`config.mk`:
```
export PLATFORM = sky130hd
export DESIGN_NAME = seg_scan_ctrl
export DESIGN_NICKNAME = d
export VERILOG_FILES = /design/src/rtl/seg_scan_pkg.sv /design/src/rtl/hex_to_seg7.sv /design/src/rtl/seg_scan_ctrl.sv
export SDC_FILE = /design/constraint.sdc
export NUM_CORES = 1
export LEC_CHECK = 0
export ABC_AREA = 1
export BUFFER_PORTS_ARGS = -buffer_cell sky130_fd_sc_hd__buf_2
export CAP_MARGIN = 20
export CORE_MARGIN = 2
export CORE_UTILIZATION = 47
export CTS_CLUSTER_DIAMETER = 100
export DETAILED_ROUTE_END_ITERATION = 12
export PLACE_DENSITY_LB_ADDON = 0.25
export SETUP_SLACK_MARGIN = 0.02
export SLEW_MARGIN = 20
export SYNTH_ARGS = -nofsm -noshare
export SYNTH_HDL_FRONTEND = slang
export SYNTH_HIERARCHICAL = 1
export SYNTH_SLANG_ARGS = --single-unit
```
`constraint.sdc`:
```
create_clock -name clk -period 2.2 [get_ports clk]
set_input_delay 0.22 -clock clk [delete_from_list [all_inputs] [get_ports clk]]
set_output_delay 0.22 -clock clk [all_outputs]
set_load 0.01 [all_outputs]
```
`src/rtl/seg_scan_pkg.sv`:
```
`default_nettype none
// +----------------------------------------------------------------------+
// | Module   : seg_scan_pkg                                              |
// | Brief    : Shared types, constants and hex->7-segment table for the  |
// |            segment scan controller.                                  |
// | Revision : 1.0                                                       |
// +----------------------------------------------------------------------+
package seg_scan_pkg;

    typedef enum logic [0:0] {
        BLANK = 1'b0,
        SHOW  = 1'b1
    } scan_state_t;

    localparam logic [6:0] SEG_OFF = 7'b0000000;

    // Active-high gfedcba, seg[0] = a
    function automatic logic [6:0] hex7(input logic [3:0] nib);
        logic [6:0] s;
        case (nib)
            4'h0:    s = 7'b0111111;
            4'h1:    s = 7'b0000110;
            4'h2:    s = 7'b1011011;
            4'h3:    s = 7'b1001111;
            4'h4:    s = 7'b1100110;
            4'h5:    s = 7'b1101101;
            4'h6:    s = 7'b1111101;
            4'h7:    s = 7'b0000111;
            4'h8:    s = 7'b1111111;
            4'h9:    s = 7'b1101111;
            4'hA:    s = 7'b1110111;
            4'hB:    s = 7'b1111100;
            4'hC:    s = 7'b0111001;
            4'hD:    s = 7'b1011110;
            4'hE:    s = 7'b1111001;
            default: s = 7'b1110001;
        endcase
        return s;
    endfunction

endpackage
`default_nettype wire

```
`src/rtl/hex_to_seg7.sv`:
```
`default_nettype none
// +----------------------------------------------------------------------+
// | Module   : hex_to_seg7                                               |
// | Brief    : Combinational nibble to active-high gfedcba decoder.      |
// | Revision : 1.0                                                       |
// +----------------------------------------------------------------------+
module hex_to_seg7
    import seg_scan_pkg::*;
(
    input  logic [3:0] nibble,
    output logic [6:0] seg
);

    assign seg = hex7(nibble);

endmodule
`default_nettype wire

```
`src/rtl/seg_scan_ctrl.sv`:
```
`default_nettype none
// +----------------------------------------------------------------------+
// | Module   : seg_scan_ctrl                                             |
// | Brief    : Time-multiplexed 7-segment scan controller with dead-time |
// |            blanking, frame-aligned double buffering and selectable   |
// |            output polarity. Define SEG_SCAN_LZB_EN for leading-zero  |
// |            blanking.                                                 |
// | Revision : 1.0                                                       |
// +----------------------------------------------------------------------+
module seg_scan_ctrl
    import seg_scan_pkg::*;
#(
    parameter int NDIG      = 2,
    parameter int DWELL_CYC = 50000,
    parameter int BLANK_CYC = 500
) (
    input  logic              clk,
    input  logic              rst,
    input  logic              load,
    input  logic [4*NDIG-1:0] digits_in,
    input  logic [NDIG-1:0]   dp_in,
    input  logic              cathod,
    output logic [6:0]        seg,
    output logic [NDIG-1:0]   an,
    output logic              dp,
    output logic              pending,
    output logic              frame_start
);

    localparam int c_IDX_W  = (NDIG > 1) ? $clog2(NDIG) : 1;
    localparam int c_MAX_C  = (DWELL_CYC > BLANK_CYC) ? DWELL_CYC : BLANK_CYC;
    localparam int c_CNT_W  = $clog2(c_MAX_C + 1);
    localparam logic [c_CNT_W-1:0] c_DWELL_LAST = c_CNT_W'(DWELL_CYC - 1);
    localparam logic [c_CNT_W-1:0] c_BLANK_LAST = c_CNT_W'(BLANK_CYC - 1);
    localparam logic [c_IDX_W-1:0] c_IDX_LAST   = c_IDX_W'(NDIG - 1);

    if (NDIG < 1 || DWELL_CYC < 1 || BLANK_CYC < 1) begin : g_param_err
        $error("seg_scan_ctrl: NDIG, DWELL_CYC and BLANK_CYC must all be >= 1");
    end

    scan_state_t          r_state, w_state_nxt;
    logic [c_IDX_W-1:0]   r_idx,   w_idx_nxt;
    logic [c_CNT_W-1:0]   r_cnt,   w_cnt_nxt;
    logic [6:0]           r_seg,   w_seg_nxt;
    logic [NDIG-1:0]      r_an,    w_an_nxt;
    logic                 r_dp,    w_dp_nxt;
    logic                 w_boundary;

    logic [4*NDIG-1:0]    r_shadow;
    logic [NDIG-1:0]      r_shadow_dp;
    logic [4*NDIG-1:0]    r_active;
    logic [NDIG-1:0]      r_active_dp;
    logic                 r_pending;
    logic                 r_frame_start;

    logic [3:0]           w_nib;
    logic [6:0]           w_hex;
    logic [6:0]           w_seg_sel;
    logic [NDIG-1:0]      w_an_sel;

    assign w_nib    = r_active[{r_idx, 2'b00} +: 4];
    assign w_an_sel = NDIG'(1) << r_idx;

    hex_to_seg7 u_hex (
        .nibble (w_nib),
        .seg    (w_hex)
    );

`ifdef SEG_SCAN_LZB_EN
    // w_lead_zero[i]: digit i and every digit above it are zero
    logic [NDIG-1:0] w_lead_zero;
    for (genvar gi = 0; gi < NDIG; gi++) begin : g_lead_zero
        assign w_lead_zero[gi] = ~|r_active[4*NDIG-1:4*gi];
    end
    assign w_seg_sel = ((r_idx != '0) && w_lead_zero[r_idx]) ? SEG_OFF : w_hex;
`else
    assign w_seg_sel = w_hex;
`endif

    always_comb begin
        w_state_nxt = r_state;
        w_idx_nxt   = r_idx;
        w_cnt_nxt   = r_cnt + c_CNT_W'(1);
        w_seg_nxt   = r_seg;
        w_an_nxt    = r_an;
        w_dp_nxt    = r_dp;
        w_boundary  = 1'b0;
        case (r_state)
            BLANK: begin
                if (r_cnt == c_BLANK_LAST) begin
                    w_state_nxt = SHOW;
                    w_cnt_nxt   = '0;
                    w_an_nxt    = w_an_sel;
                    w_seg_nxt   = w_seg_sel;
                    w_dp_nxt    = r_active_dp[r_idx];
                end
            end
            SHOW: begin
                if (r_cnt == c_DWELL_LAST) begin
                    w_state_nxt = BLANK;
                    w_cnt_nxt   = '0;
                    w_idx_nxt   = (r_idx == c_IDX_LAST) ? '0 : r_idx + c_IDX_W'(1);
                    w_an_nxt    = '0;
                    w_seg_nxt   = SEG_OFF;
                    w_dp_nxt    = 1'b0;
                    w_boundary  = (r_idx == c_IDX_LAST);
                end
            end
            default: begin
                w_state_nxt = BLANK;
                w_cnt_nxt   = '0;
            end
        endcase
    end

    always_ff @(posedge clk) begin
        if (rst) begin
            r_state       <= BLANK;
            r_idx         <= '0;
            r_cnt         <= '0;
            r_seg         <= SEG_OFF;
            r_an          <= '0;
            r_dp          <= 1'b0;
            r_frame_start <= 1'b0;
        end else begin
            r_state       <= w_state_nxt;
            r_idx         <= w_idx_nxt;
            r_cnt         <= w_cnt_nxt;
            r_seg         <= w_seg_nxt;
            r_an          <= w_an_nxt;
            r_dp          <= w_dp_nxt;
            r_frame_start <= w_boundary;
        end
    end

    // Active only ever changes on a frame boundary, so a frame never tears
    always_ff @(posedge clk) begin
        if (rst) begin
            r_shadow    <= '0;
            r_shadow_dp <= '0;
            r_active    <= '0;
            r_active_dp <= '0;
            r_pending   <= 1'b0;
        end else if (load && w_boundary) begin
            r_shadow    <= digits_in;
            r_shadow_dp <= dp_in;
            r_active    <= digits_in;
            r_active_dp <= dp_in;
            r_pending   <= 1'b0;
        end else begin
            if (w_boundary && r_pending) begin
                r_active    <= r_shadow;
                r_active_dp <= r_shadow_dp;
                r_pending   <= 1'b0;
            end
            if (load) begin
                r_shadow    <= digits_in;
                r_shadow_dp <= dp_in;
                r_pending   <= 1'b1;
            end
        end
    end

    assign seg         = r_seg ^ {7{~cathod}};
    assign an          = r_an  ^ {NDIG{~cathod}};
    assign dp          = r_dp  ^ ~cathod;
    assign pending     = r_pending;
    assign frame_start = r_frame_start;

endmodule
`default_nettype wire

```
# == Word-level counts from Yosys, hierarchy flattened ==
# Memories as Yosys holds them, arrays and structs flattened.
# Index checks and enable logic that the tools add are counted.
# W data, S select, Z words.
# word_totals
regBits,50
mem_bits_ro,112
memories,1
input_bits,14
elab_cells,65
# memory_table
memory,depth,width,read_ports,rd_ports_with_merged_regs,write_ports,line,text
(name not given),16,7,1,0,0,seg_scan_pkg.sv:20,case (nib)
# op_classes
n_eq_ne,4
addsub,2
bitwise,5
shift,2
n_lt_le_gt_ge,1
reduce_logical,8
muxes,30
# op_table
cell,n
$mux W16,2
$mux W8,4
$pmux W16 S2,1
$add A16 B1 Y16 const B,1
$eq A16 B16 Y1 const B,1
$eq A16 B9 Y1 const B,1
$mux W7,2
$pmux W7 S2,1
$mux W2,6
$mux W1,11
$shiftx A8 B4 Y4,1
$xor A7 B7 Y7,1
$reduce_bool A2 Y1,3
$pmux W1 S2,2
$pmux W2 S2,1
$reduce_and A2 Y1,2
$logic_and A1 B1 Y1,2
$lt A1 B2 Y1 const B,1
$ne A2 B1 Y1 const B,1
$ne A2 B2 Y1 const B,1
$not A1 Y1,2
$reduce_or A2 Y1,1
$shl A1 B1 Y2 const A,1
$xor A2 B2 Y2,1
2 further kinds,2

# == Longest topological paths before layout ==
# Gate-level depths: netlist of the first run.
# depth
ltp_word,6
ltp_mapped,13
ltp_nobuf,12

# == Modules after synthesis ==
# The synthesis of the first run kept the hierarchy.
# modules_own_cells
mod,seq_area_each_um2,area_per_inst_um2,n_inst,cells_per_inst
seg_scan_ctrl,1001.0,2268.4,1,303
hex_to_seg7,0.0,270.3,1,52

# == Worst setup path after synthesis of the first run ==
# OpenSTA, ideal clock, no wires.
# synth_timing
path_type,reg2reg
from,register r_idx
to,register r_seg[3]
stages_incl_launch_ff,12
path_slack_ps,340
setup_ps,113
t_arrival_ps,1747
period_less_slack_ps,1860
cell_sequence,dfxtp_1 -> buf_2 -> inv_1 -> o21ai_0 -> inv_1 -> ha_1 -> nand2_1 -> o21ai_0 -> nand2_1 -> nand2_1 -> nand3_1 -> nand2_1
# synth_via
elab_chain_cells,4
# synth_rtl
element,line,text
start: declaration,seg_scan_ctrl.sv:42,"logic [c_IDX_W-1:0] r_idx, w_idx_nxt;"
start signal: assignment,seg_scan_ctrl.sv:127,r_idx <= w_idx_nxt;
$shiftx A8 B4 Y4,seg_scan_ctrl.sv:61,"assign w_nib = r_active[{r_idx, 2'b00} +: 4];"
via w_nib[0],seg_scan_ctrl.sv:56,logic [3:0] w_nib;
$mem_v2 Z16 W7,-,
via w_hex[3],seg_scan_ctrl.sv:57,logic [6:0] w_hex;
$mux W7,seg_scan_ctrl.sv:90,if (r_cnt == c_BLANK_LAST) begin
$pmux W7 S2,seg_scan_ctrl.sv:88,case (r_state)
end signal: assignment,seg_scan_ctrl.sv:129,r_seg <= w_seg_nxt;
end: declaration,seg_scan_ctrl.sv:44,"logic [6:0] r_seg, w_seg_nxt;"
# The timed path passes the listed nets, and every way through them passes these cells. The select of a mux whose other input is x is not followed.
# A chain may end at the register's enable or synchronous reset.

# == Worst setup path after layout of the first run ==
# layout_timing
from,register r_cnt[0]
to,register r_seg[6]
# layout_via
elab_chain_cells,3
elab_cells_between_ends,5
cone_classes,eq/ne (4); reduce/logical (1)
# layout_rtl
element,line,text
start: declaration,seg_scan_ctrl.sv:43,"logic [c_CNT_W-1:0] r_cnt, w_cnt_nxt;"
start signal: assignment,seg_scan_ctrl.sv:128,r_cnt <= w_cnt_nxt;
$eq A16 B9 Y1 / $eq A16 B16 Y1 (equally long branches),"seg_scan_ctrl.sv:90, seg_scan_ctrl.sv:99",
$ne A2 B2 Y1 (no source line) / $ne A2 B1 Y1 (equally long branches),-,
$reduce_and A2 Y1 (no source line) (*),-,
# Mark *: on every way between the ends. The rest lies on a longest branch, timed or not.

==> results of run 1 <==
## placed cells by master (no fill, tap or decap), types with 8 or more instances in the layout
master / synthesis / routed
buf_2: 3 / 25
o21ai_0: 12 / 11
nand2_1: 101 / 101
dfxtp_1: 50 / 49
nand3_1: 19 / 19
a21oi_1: 18 / 18
nor2_1: 47 / 47
ha_1: 8 / 8
inv_1: 32 / 32
xnor2_1: 13 / 13
## final cells by class
cell class,count,share of cell area (%)
multi-input combinational,259,47.68
sequential,50,35.40
timing repair buffer,27,4.949
inverter,37,4.905
tap,70,3.093
clock buffer,6,2.916
clock inverter,1,1.061
## power groups by stage
stage          clock, W  combinational [W]  sequential [W]
6_report       0.000653           0.000108        0.000928
3_5_place_dp          0           0.000110        0.000949
3_3_place_gp          0           0.000108        0.000949
4_1_cts        0.000666           0.000111        0.000928
5_1_grt        0.000699           0.000125        0.000929
2_1_floorplan         0          0.0000779        0.000949
## stage by stage
stage | setup WS, ps | hold slack, ps
after floorplan | 340.0 | 289.1
after global placement | 319.0 | 432.0
after detailed placement | 253.1 | 440.3
after CTS | 230.8 | 172.8
after global routing | 129.6 | 180.7
final | 353.4 | 182.1
## layer usage
metal	wire (um)	global-route usage, %	up-vias
li1	-	-	1154
met1	2464	24.58	905
met2	1983	25.30	46
met3	201	3.140	6
met4	63	5.357	0
met5	0	0	-
## tightest hold or removal path: stages
cell	delay (ps)
buf_2	90
nand2_1	60
a21oi_1	60
## cells by family after synthesis
| family | count (synthesis) | synth area share (%) |
|---|---|---|
| buffers and inverters | 46 | 7.392 |
| adder cells (fa/ha/maj) | 8 | 3.943 |
| AO/OA/AOI/OAI | 34 | 7.147 |
| multiplexers | 1 | 0.3943 |
| AND/OR/NAND/NOR | 197 | 35.14 |
| flip-flops | 50 | 39.43 |
| XOR/XNOR | 19 | 6.555 |
## worst max-delay path by stage
stage              from  cells after the start  slack (ps)       end
4_1_cts           r_idx                      9         230  r_seg[3]
3_3_place_gp      r_idx                      9         320  r_seg[3]
6_report       r_cnt[0]                     12         350  r_seg[6]
2_1_floorplan     r_idx                     11         340  r_seg[3]
3_5_place_dp      r_idx                      9         250  r_seg[3]
5_1_grt        r_cnt[0]                     12         130  r_seg[5]
## registers in the layout, indices dropped and copies added (netlist names), 2 cells and up
signal       cells
r_active         8
r_an             2
r_active_dp      2
r_shadow         8
r_cnt           16
r_seg            7
r_shadow_dp      2
==> results.sh, run 1 <==
export IMPL_status="completed"
export IMPL_period_minus_slack_ps=1847
export IMPL_num_rows=26
export IMPL_drc=0
export IMPL_maxSlewHeadroom_pct=42.17
export IMPL_rsz0062_at_grt="no"
export IMPL_syn_num_nets=377
export IMPL_report_final_slew_viol_count=0
export IMPL_antenna_cells=0
export IMPL_power_density_mw_per_mm2=596.5
export IMPL_nFillCells=490
export IMPL_critPathMaxStageDelay_ps=360
export IMPL_drive_above_1_share_pct=15.79
export IMPL_p_comb_share_pct=6.4
export IMPL_final_area_mm2=0.002831
export IMPL_min_delay_start="digits_in[0]"
export IMPL_ant_nets=0
export IMPL_io_buffer_count=25
export IMPL_cp_required_ps=2400
export IMPL_ys_types=33
export IMPL_die_w_um=77.50
export IMPL_path_cells="ha_1 -> nand2_2 -> nor2_4 -> nand3_1 -> nor2_4 -> nand2_2 -> nand2_2 -> inv_2 -> nand2_4 -> inv_2 -> nand2_1 -> nand2_1"
export IMPL_drt_iter0_markers=74
export IMPL_grt_max_degree=17
export IMPL_worstPathMaxFanout=13
export IMPL_worstMarginPinSlew_ps=858.4
export IMPL_hold_viol_final=0
export IMPL_top_level_ports=26
export IMPL_worst_path_most_repeated_cell="nand2_2"
export IMPL_cts_tree="built"
export IMPL_synth_area_leaders="dfxtp_1 39%, nand2_1 15%, nor2_1 6.9%, inv_1 4.7%, xnor2_1 4.5%"
export IMPL_num_vias=2111
export IMPL_p_int_w=0.001328
export IMPL_ys_async_sr_fraction_pct=0
export IMPL_switching_power_w=0.0003611
export IMPL_ys_flop_type="dfxtp_1"
export IMPL_r2r_slack_ps=350
export IMPL_synth_commonest_cells="101 x nand2_1, 50 x dfxtp_1, 47 x nor2_1"
export IMPL_crit_type="flip-flop to flip-flop"
export IMPL_rr_startpoint="r_cnt[0]"
export IMPL_nets=402
export IMPL_placed_area_mm2=0.002718
export IMPL_overflow=0
export IMPL_first_global_vias=1804
export IMPL_critPathBufInv=2
export IMPL_whs_endpoint="r_shadow[0]"
export IMPL_finClkSkew_ps=5.720
export IMPL_fin_tns_setup_ps=0
export IMPL_setup_viol_count_final=0
export IMPL_ys_warnings_count=6
export IMPL_clock_sinks=50
export IMPL_hpwl_um=3617
export IMPL_hold_depth=3
export IMPL_synth_seq_cells=50
export IMPL_vias_per_cell=4.691
export IMPL_cp_arrival_ps=2050
export IMPL_dr_pass1_iters=4
export IMPL_routed_wirelength_um=4712
export IMPL_postCtsSetupBuffers=0
export IMPL_postLayoutCoreUtil_pct=54.74
export IMPL_antenna_found_initial=0
export IMPL_die_area_mm2=0.006005
export IMPL_clock_latency_ps=300
export IMPL_synthesis_area_mm2=0.002539
export IMPL_die_y_um=77.50
export IMPL_clock_power_share_pct=38.7
export IMPL_cts_buffers=5
export IMPL_instances_no_fill=450
export IMPL_gp_congestion=0.8605
export IMPL_hp_class="input port to flip-flop"
export IMPL_netlist_top_cell_by_area="dfxtp_1"
export IMPL_cp_end_kind="flip-flop"
export IMPL_post_route_period_util_pct=83.94
export IMPL_yosysMostFrequentCell="nand2_1"
export IMPL_avgSynthCellArea_um2=7.151
export IMPL_cts_buffer_depth=2
export IMPL_wl_per_cell_um=10.47
export IMPL_netSwitchingFraction_pct=21.38
export IMPL_multi_input_area_mm2=0.001350
export IMPL_netlist_instances=355
export IMPL_seqPwrFrac_pct=54.9
export IMPL_clock_root_buffer="clkbuf_8"
export IMPL_timing_rr_end="r_seg[6]"
export IMPL_grt_pass1_wl_um=8397
export IMPL_seq_area_mm2=0.001002
export IMPL_initial_core_util_pct=49.08
export IMPL_fmax_ghz=0.5415
export IMPL_vdd_ir_drop_max_v=0.0003562
export IMPL_crit_family="simple AND/OR/NAND/NOR gates"
export IMPL_max_cap_viol_count=0
export IMPL_yosysTopAreaCellShare_pct=39.43
export IMPL_critPathSlowestCell="dfxtp_1"
export IMPL_cts_hold_buf=0
export IMPL_syn2layout_area_growth_pct=11.53
export IMPL_power_total_w=0.001689
export IMPL_cp_start_kind="flip-flop"
export IMPL_grt_total_usage_pct=16.92
export IMPL_htree_levels=2
export IMPL_synth_seq_area_share_pct=39.43
export IMPL_path_clk_slew_ps=80
export IMPL_dp_cells=443
export IMPL_postCtsResizedCells=0
export IMPL_core_area_mm2=0.005172
export IMPL_synth_edf_count=0
export IMPL_power_leakage_nw=1.227
export IMPL_reg2reg_depth=12
Note: power is estimated with default switching activity, not from simulation.
==> inputs of run 2 (changes only) <==
Clock period 2.2 ns to 1.55 ns, I/O delays scaled along.
==> results.sh, run 2 (synthesis results as in run 1) <==
export IMPL_post_route_period_util_pct=103.5
export IMPL_gp_congestion=0.9225
export IMPL_reg2reg_depth=11
export IMPL_nets=431
export IMPL_power_density_mw_per_mm2=815.8
export IMPL_p_comb_share_pct=7.2
export IMPL_vdd_ir_drop_max_v=0.0006394
export IMPL_finClkSkew_ps=6.206
export IMPL_nFillCells=476
export IMPL_violations="setup timing"
export IMPL_routed_wirelength_um=5351
export IMPL_instances_no_fill=480
export IMPL_ant_nets=0
export IMPL_min_delay_start="digits_in[3]"
export IMPL_whs_endpoint="r_shadow[3]"
export IMPL_cp_required_ps=1750
export IMPL_report_final_slew_viol_count=0
export IMPL_hold_viol_final=0
export IMPL_syn2layout_area_growth_pct=27.50
export IMPL_antenna_found_initial=0
export IMPL_cp_arrival_ps=1800
export IMPL_num_rows=26
export IMPL_grt_total_usage_pct=18.47
export IMPL_cts_buffers=5
export IMPL_hp_class="input port to flip-flop"
export IMPL_timing_rr_end="r_cnt[6]"
export IMPL_initial_core_util_pct=49.08
export IMPL_setup_viol_count_final=20
export IMPL_die_w_um=77.50
export IMPL_clock_root_buffer="clkbuf_8"
export IMPL_period_minus_slack_ps=1604
export IMPL_cp_end_kind="flip-flop"
export IMPL_netSwitchingFraction_pct=21.29
export IMPL_largest_register="r_cnt"
export IMPL_clock_sinks=50
export IMPL_die_area_mm2=0.006005
export IMPL_drc=0
export IMPL_mostFrequentLayoutCells="95 x nand2_1, 47 x dfxtp_1, 39 x nor2_1"
export IMPL_cts_tree="built"
export IMPL_dp_cells=465
export IMPL_hold_depth=3
export IMPL_io_buffer_count=25
export IMPL_rsz0062_at_grt="yes"
export IMPL_seqPwrFrac_pct=50.0
export IMPL_fin_tns_setup_ps=-690.9
export IMPL_switching_power_w=0.0005621
export IMPL_worst_slack_ps=-53.79
export IMPL_reg_top3="r_cnt: 16 flops, r_active: 8 flops, r_shadow: 8 flops"
export IMPL_grt_pass1_wl_um=9045
export IMPL_max_cap_viol_count=0
export IMPL_p_int_w=0.002078
export IMPL_worstMarginPinSlew_ps=350.6
export IMPL_status="complete, but fails checks"
export IMPL_largest_reg_flops=16
export IMPL_wl_per_cell_um=11.15
export IMPL_first_global_vias=2055
export IMPL_dr_pass1_iters=4
export IMPL_cts_buffer_depth=2
export IMPL_die_y_um=77.50
export IMPL_core_area_mm2=0.005172
export IMPL_r2r_slack_ps=-50
export IMPL_worstPathMaxFanout=12
export IMPL_clock_latency_ps=300
export IMPL_vias_per_cell=4.708
export IMPL_overflow=0
export IMPL_antenna_cells=0
export IMPL_top_level_ports=26
export IMPL_num_vias=2260
export IMPL_htree_levels=2
export IMPL_clock_power_share_pct=42.7
export IMPL_path_clk_slew_ps=90
export IMPL_mostFrequentLayoutCell="nand2_1"
export IMPL_grt_max_degree=16
export IMPL_power_leakage_nw=1.435
export IMPL_maxSlewHeadroom_pct=76.60
export IMPL_rr_startpoint="r_cnt[0]"
export IMPL_dp_slack_ps=-76.01
export IMPL_drt_iter0_markers=99
export IMPL_cp_start_kind="flip-flop"
export IMPL_crit_type="flip-flop to flip-flop"
export IMPL_drive_above_1_share_pct=30.00
export IMPL_fmax_ghz=0.6235
export IMPL_hpwl_um=3893
[run 2: cell types whose count changed in the layout (fill, tap and decap cells not counted), moves of 6 or more]
cell     change
buf_4       +25
nor2_1       -8
nand2_1      -6
nor2_2       +6
[run 2: how the worst max path moves through the flow]
stage / startpoint / to / slack [ps] / cells past startpoint
after floorplan: r_idx / r_seg[3] / 40 / 12
after global placement: r_cnt[1] / r_active[0] / -40 / 8
after detailed placement: r_cnt[1] / r_active[7] / -80 / 8
after CTS: r_cnt[0] / r_active_dp[0] / -50 / 9
after global routing: r_cnt[0] / r_active[4] / -150 / 9
final: r_cnt[0] / r_cnt[6] / -50 / 11
[run 2: what timing repair did]
item | in CTS | in global routing
buffers inserted | 2 | 3
cloned | 0 | 2
hold endpoints to repair | 0 | 0
pin swaps | 11 | 24
setup endpoints to repair | 29 | 34
hold buffers | 0 | 0
resized for setup | 8 | 26
[run 2: routing by layer]
| layer | vias to the layer above | track usage [%] | wire length [um] | part of all wire, % |
|---|---|---|---|---|
| met5 | - | 0 | 0 | 0 |
| li1 | 1215 | - | - | - |
| met2 | 44 | 30.09 | 2447 | 46 |
| met4 | 0 | 6.250 | 27 | 0.50 |
| met1 | 999 | 24.53 | 2656 | 50 |
| met3 | 2 | 3.605 | 221 | 4.1 |
[run 2: cell type report]
type | instances | area [um2] | share of cell area [%]
timing repair inverter | 1 | 5.005 | 0.1546
sequential | 50 | 1005 | 31.04
inverter | 37 | 147.6 | 4.561
multi-input combinational | 260 | 1490 | 46.04
tap | 70 | 87.58 | 2.706
timing repair buffer | 54 | 359.1 | 11.09
clock inverter | 2 | 60.06 | 1.855
clock buffer | 6 | 82.58 | 2.551
[run 2: power by group through the flow]
stage | registers [W] | clock network [W] | logic [W]
after floorplan | 0.00135 | 0 | 0.000112
after global placement | 0.00135 | 0 | 0.000176
after detailed placement | 0.00135 | 0 | 0.000180
after CTS | 0.00132 | 0.00114 | 0.000184
after global routing | 0.00132 | 0.00119 | 0.000215
final | 0.00132 | 0.00113 | 0.000191
[run 2: stage by stage]
step / total power, W / util (%) / instance area, um2 / hold WS [ps]
finish: 0.002641 / 62.58 / 3237 / 115.7
CTS: 0.002648 / 60.47 / 3128 / 100.9
global placement: 0.001526 / 56.70 / 2933 / 429.9
global route: 0.002725 / 62.58 / 3237 / 133.6
detailed placement: 0.001531 / 56.70 / 2933 / 436.6
floorplan: 0.001462 / - / 2579 / 224.1
[run 2: worst max-delay path: stages, from the launching register on]
cell,delay [ps]
dfxtp_2,360
ha_4,150
nand2_4,60
nor2_4,110
nand3_2,100
nor2_4,210
nand2_2,90
nand2_2,70
inv_2,60
nand2_4,80
buf_12,150
nor3_2,50
==> inputs of run 3 (changes only) <==
Settings changed: PLACE_DENSITY from default to 0.72, PLACE_DENSITY_LB_ADDON 0.25 to default.
==> results.sh, run 3 (synthesis results as in run 1) <==
export IMPL_num_rows=26
export IMPL_hold_depth=3
export IMPL_grtUsageMet2_pct=31.74
export IMPL_cts_buffer_depth=2
export IMPL_grt_max_degree=23
export IMPL_largest_register="r_cnt"
export IMPL_power_leakage_nw=1.447
export IMPL_routed_wirelength_um=5386
export IMPL_maxSlewHeadroom_pct=74.43
export IMPL_htree_levels=2
export IMPL_worst_slack_ps=-32.84
export IMPL_clock_sinks=50
export IMPL_grt_busiest_layer="met2"
export IMPL_clock_latency_ps=300
export IMPL_syn2layout_area_growth_pct=28.78
export IMPL_use_met3_pct=3.256
export IMPL_instances_no_fill=485
export IMPL_timing_rr_end="r_cnt[14]"
export IMPL_vdd_ir_drop_max_v=0.0006959
export IMPL_grt_total_usage_pct=18.85
export IMPL_path_clk_slew_ps=100
export IMPL_drt_iter0_markers=83
export IMPL_clock_root_buffer="clkbuf_8"
export IMPL_ant_nets=0
export IMPL_use_met1_pct=24.56
export IMPL_hp_class="input port to flip-flop"
export IMPL_grt_pass1_wl_um=9363
export IMPL_drc=0
export IMPL_r2r_slack_ps=-30
export IMPL_fin_tns_setup_ps=-241.2
export IMPL_wl_per_cell_um=11.11
export IMPL_reg2reg_depth=11
export IMPL_post_route_period_util_pct=102.1
export IMPL_gp_congestion=0.8226
export IMPL_critPathSlowestCell="dfxtp_2"
export IMPL_critPathMaxStageDelay_ps=360
export IMPL_hold_viol_final=0
export IMPL_cp_required_ps=1760
export IMPL_crit_type="flip-flop to flip-flop"
export IMPL_initial_core_util_pct=49.08
export IMPL_period_minus_slack_ps=1583
export IMPL_overflow=0
export IMPL_io_buffer_count=25
export IMPL_cp_start_kind="flip-flop"
export IMPL_status="complete, but fails checks"
export IMPL_cts_buffers=5
export IMPL_finClkSkew_ps=10.17
export IMPL_drive_above_1_share_pct=30.36
export IMPL_dr_pass1_iters=5
export IMPL_hpwl_um=3966
export IMPL_cp_arrival_ps=1790
export IMPL_whs_endpoint="r_shadow[3]"
export IMPL_nets=436
export IMPL_worstMarginPinSlew_ps=383.5
export IMPL_largest_reg_flops=16
export IMPL_die_w_um=77.50
export IMPL_first_global_vias=2214
export IMPL_max_cap_viol_count=0
export IMPL_die_area_mm2=0.006005
export IMPL_top_level_ports=26
export IMPL_mostFrequentLayoutCells="92 x nand2_1, 47 x dfxtp_1, 41 x nor2_1"
export IMPL_power_density_mw_per_mm2=796.2
export IMPL_rsz0062_at_grt="yes"
export IMPL_dp_cells=468
export IMPL_fmax_ghz=0.6318
export IMPL_worstPathMaxFanout=6
export IMPL_min_delay_start="digits_in[3]"
export IMPL_die_y_um=77.50
export IMPL_power_total_w=0.002603
export IMPL_mostFrequentLayoutCell="nand2_1"
export IMPL_num_vias=2330
export IMPL_antenna_found_initial=0
export IMPL_rr_startpoint="r_cnt[1]"
export IMPL_reg_top3="r_cnt: 16 flops, r_active: 8 flops, r_shadow: 8 flops"
export IMPL_vias_per_cell=4.804
export IMPL_setup_viol_count_final=11
export IMPL_antenna_cells=0
export IMPL_core_area_mm2=0.005172
export IMPL_report_final_slew_viol_count=0
export IMPL_cts_tree="built"
export IMPL_path_cells="ha_4 -> nand2_4 -> nor2_4 -> nand3_2 -> nor2_4 -> nand2_2 -> nand2_2 -> inv_2 -> nand2_4 -> clkbuf_16 -> nor2_1"
export IMPL_violations="setup timing"
export IMPL_cp_end_kind="flip-flop"
run 3: per-stage QoR:
step           util [%]  cell area [um2]  hold slack, ps  setup slack, ps
2_1_floorplan         -             2579           224.1            38.07
3_3_place_gp      57.14             2955           426.5           -4.202
3_5_place_dp      57.14             2955           440.8           -62.09
4_1_cts           59.89             3098           109.9            15.17
5_1_grt           63.21             3269           125.9           -123.9
6_report          63.21             3269           110.8           -32.84
run 3: worst max path at each step:
stage / from / end / cells past startpoint
2_1_floorplan: r_idx / r_seg[3] / 12
3_3_place_gp: r_idx / r_seg[5] / 9
3_5_place_dp: r_idx / r_seg[5] / 9
4_1_cts: r_cnt[1] / r_cnt[2] / 11
5_1_grt: r_cnt[7] / r_cnt[5] / 11
6_report: r_cnt[1] / r_cnt[14] / 11
run 3: layout make-up:
cell class,count,area (um2)
inverter,37,146.4
timing repair buffer,60,417.9
multi-input combinational,260,1475
fill,440,1903
clock buffer,5,68.82
tap,70,87.58
clock inverter,3,68.82
sequential,50,1005
run 3: power by group:
| group | total, W | leakage (nW) | internal [W] | switching [W] |
|---|---|---|---|---|
| Sequential | 0.00132 | 0.407 | 0.00131 | 0.0000114 |
| Combinational | 0.000196 | 0.971 | 0.0000853 | 0.000111 |
| Clock | 0.00109 | 0.0683 | 0.000646 | 0.000440 |
| Total | 0.00260 | 1.45 | 0.00204 | 0.000562 |
run 3: worst max-delay path, delay by kind of cell (launching register included):
| family | cells | cell delay, ps |
|---|---|---|
| and+or+nand+nor | 8 | 770 |
| buffers and inverters | 2 | 230 |
| DFF | 1 | 360 |
| adders and majority gates | 1 | 150 |
run 3: what timing repair did:
item	CTS	global route
hold buffers	0	0
resized for setup	3	29
pin swaps	2	8
gates cloned	0	2
hold endpoints to repair	0	0
setup buffers	0	7
setup endpoints to repair	28	32
run 3: layer usage:
| layer | wire, um | up-vias | part of all wire (%) |
|---|---|---|---|
| met5 | 0 | - | 0 |
| li1 | - | 1232 | - |
| met1 | 2664 | 1035 | 49 |
| met4 | 76 | 0 | 1.4 |
| met2 | 2411 | 56 | 45 |
| met3 | 234 | 7 | 4.3 |
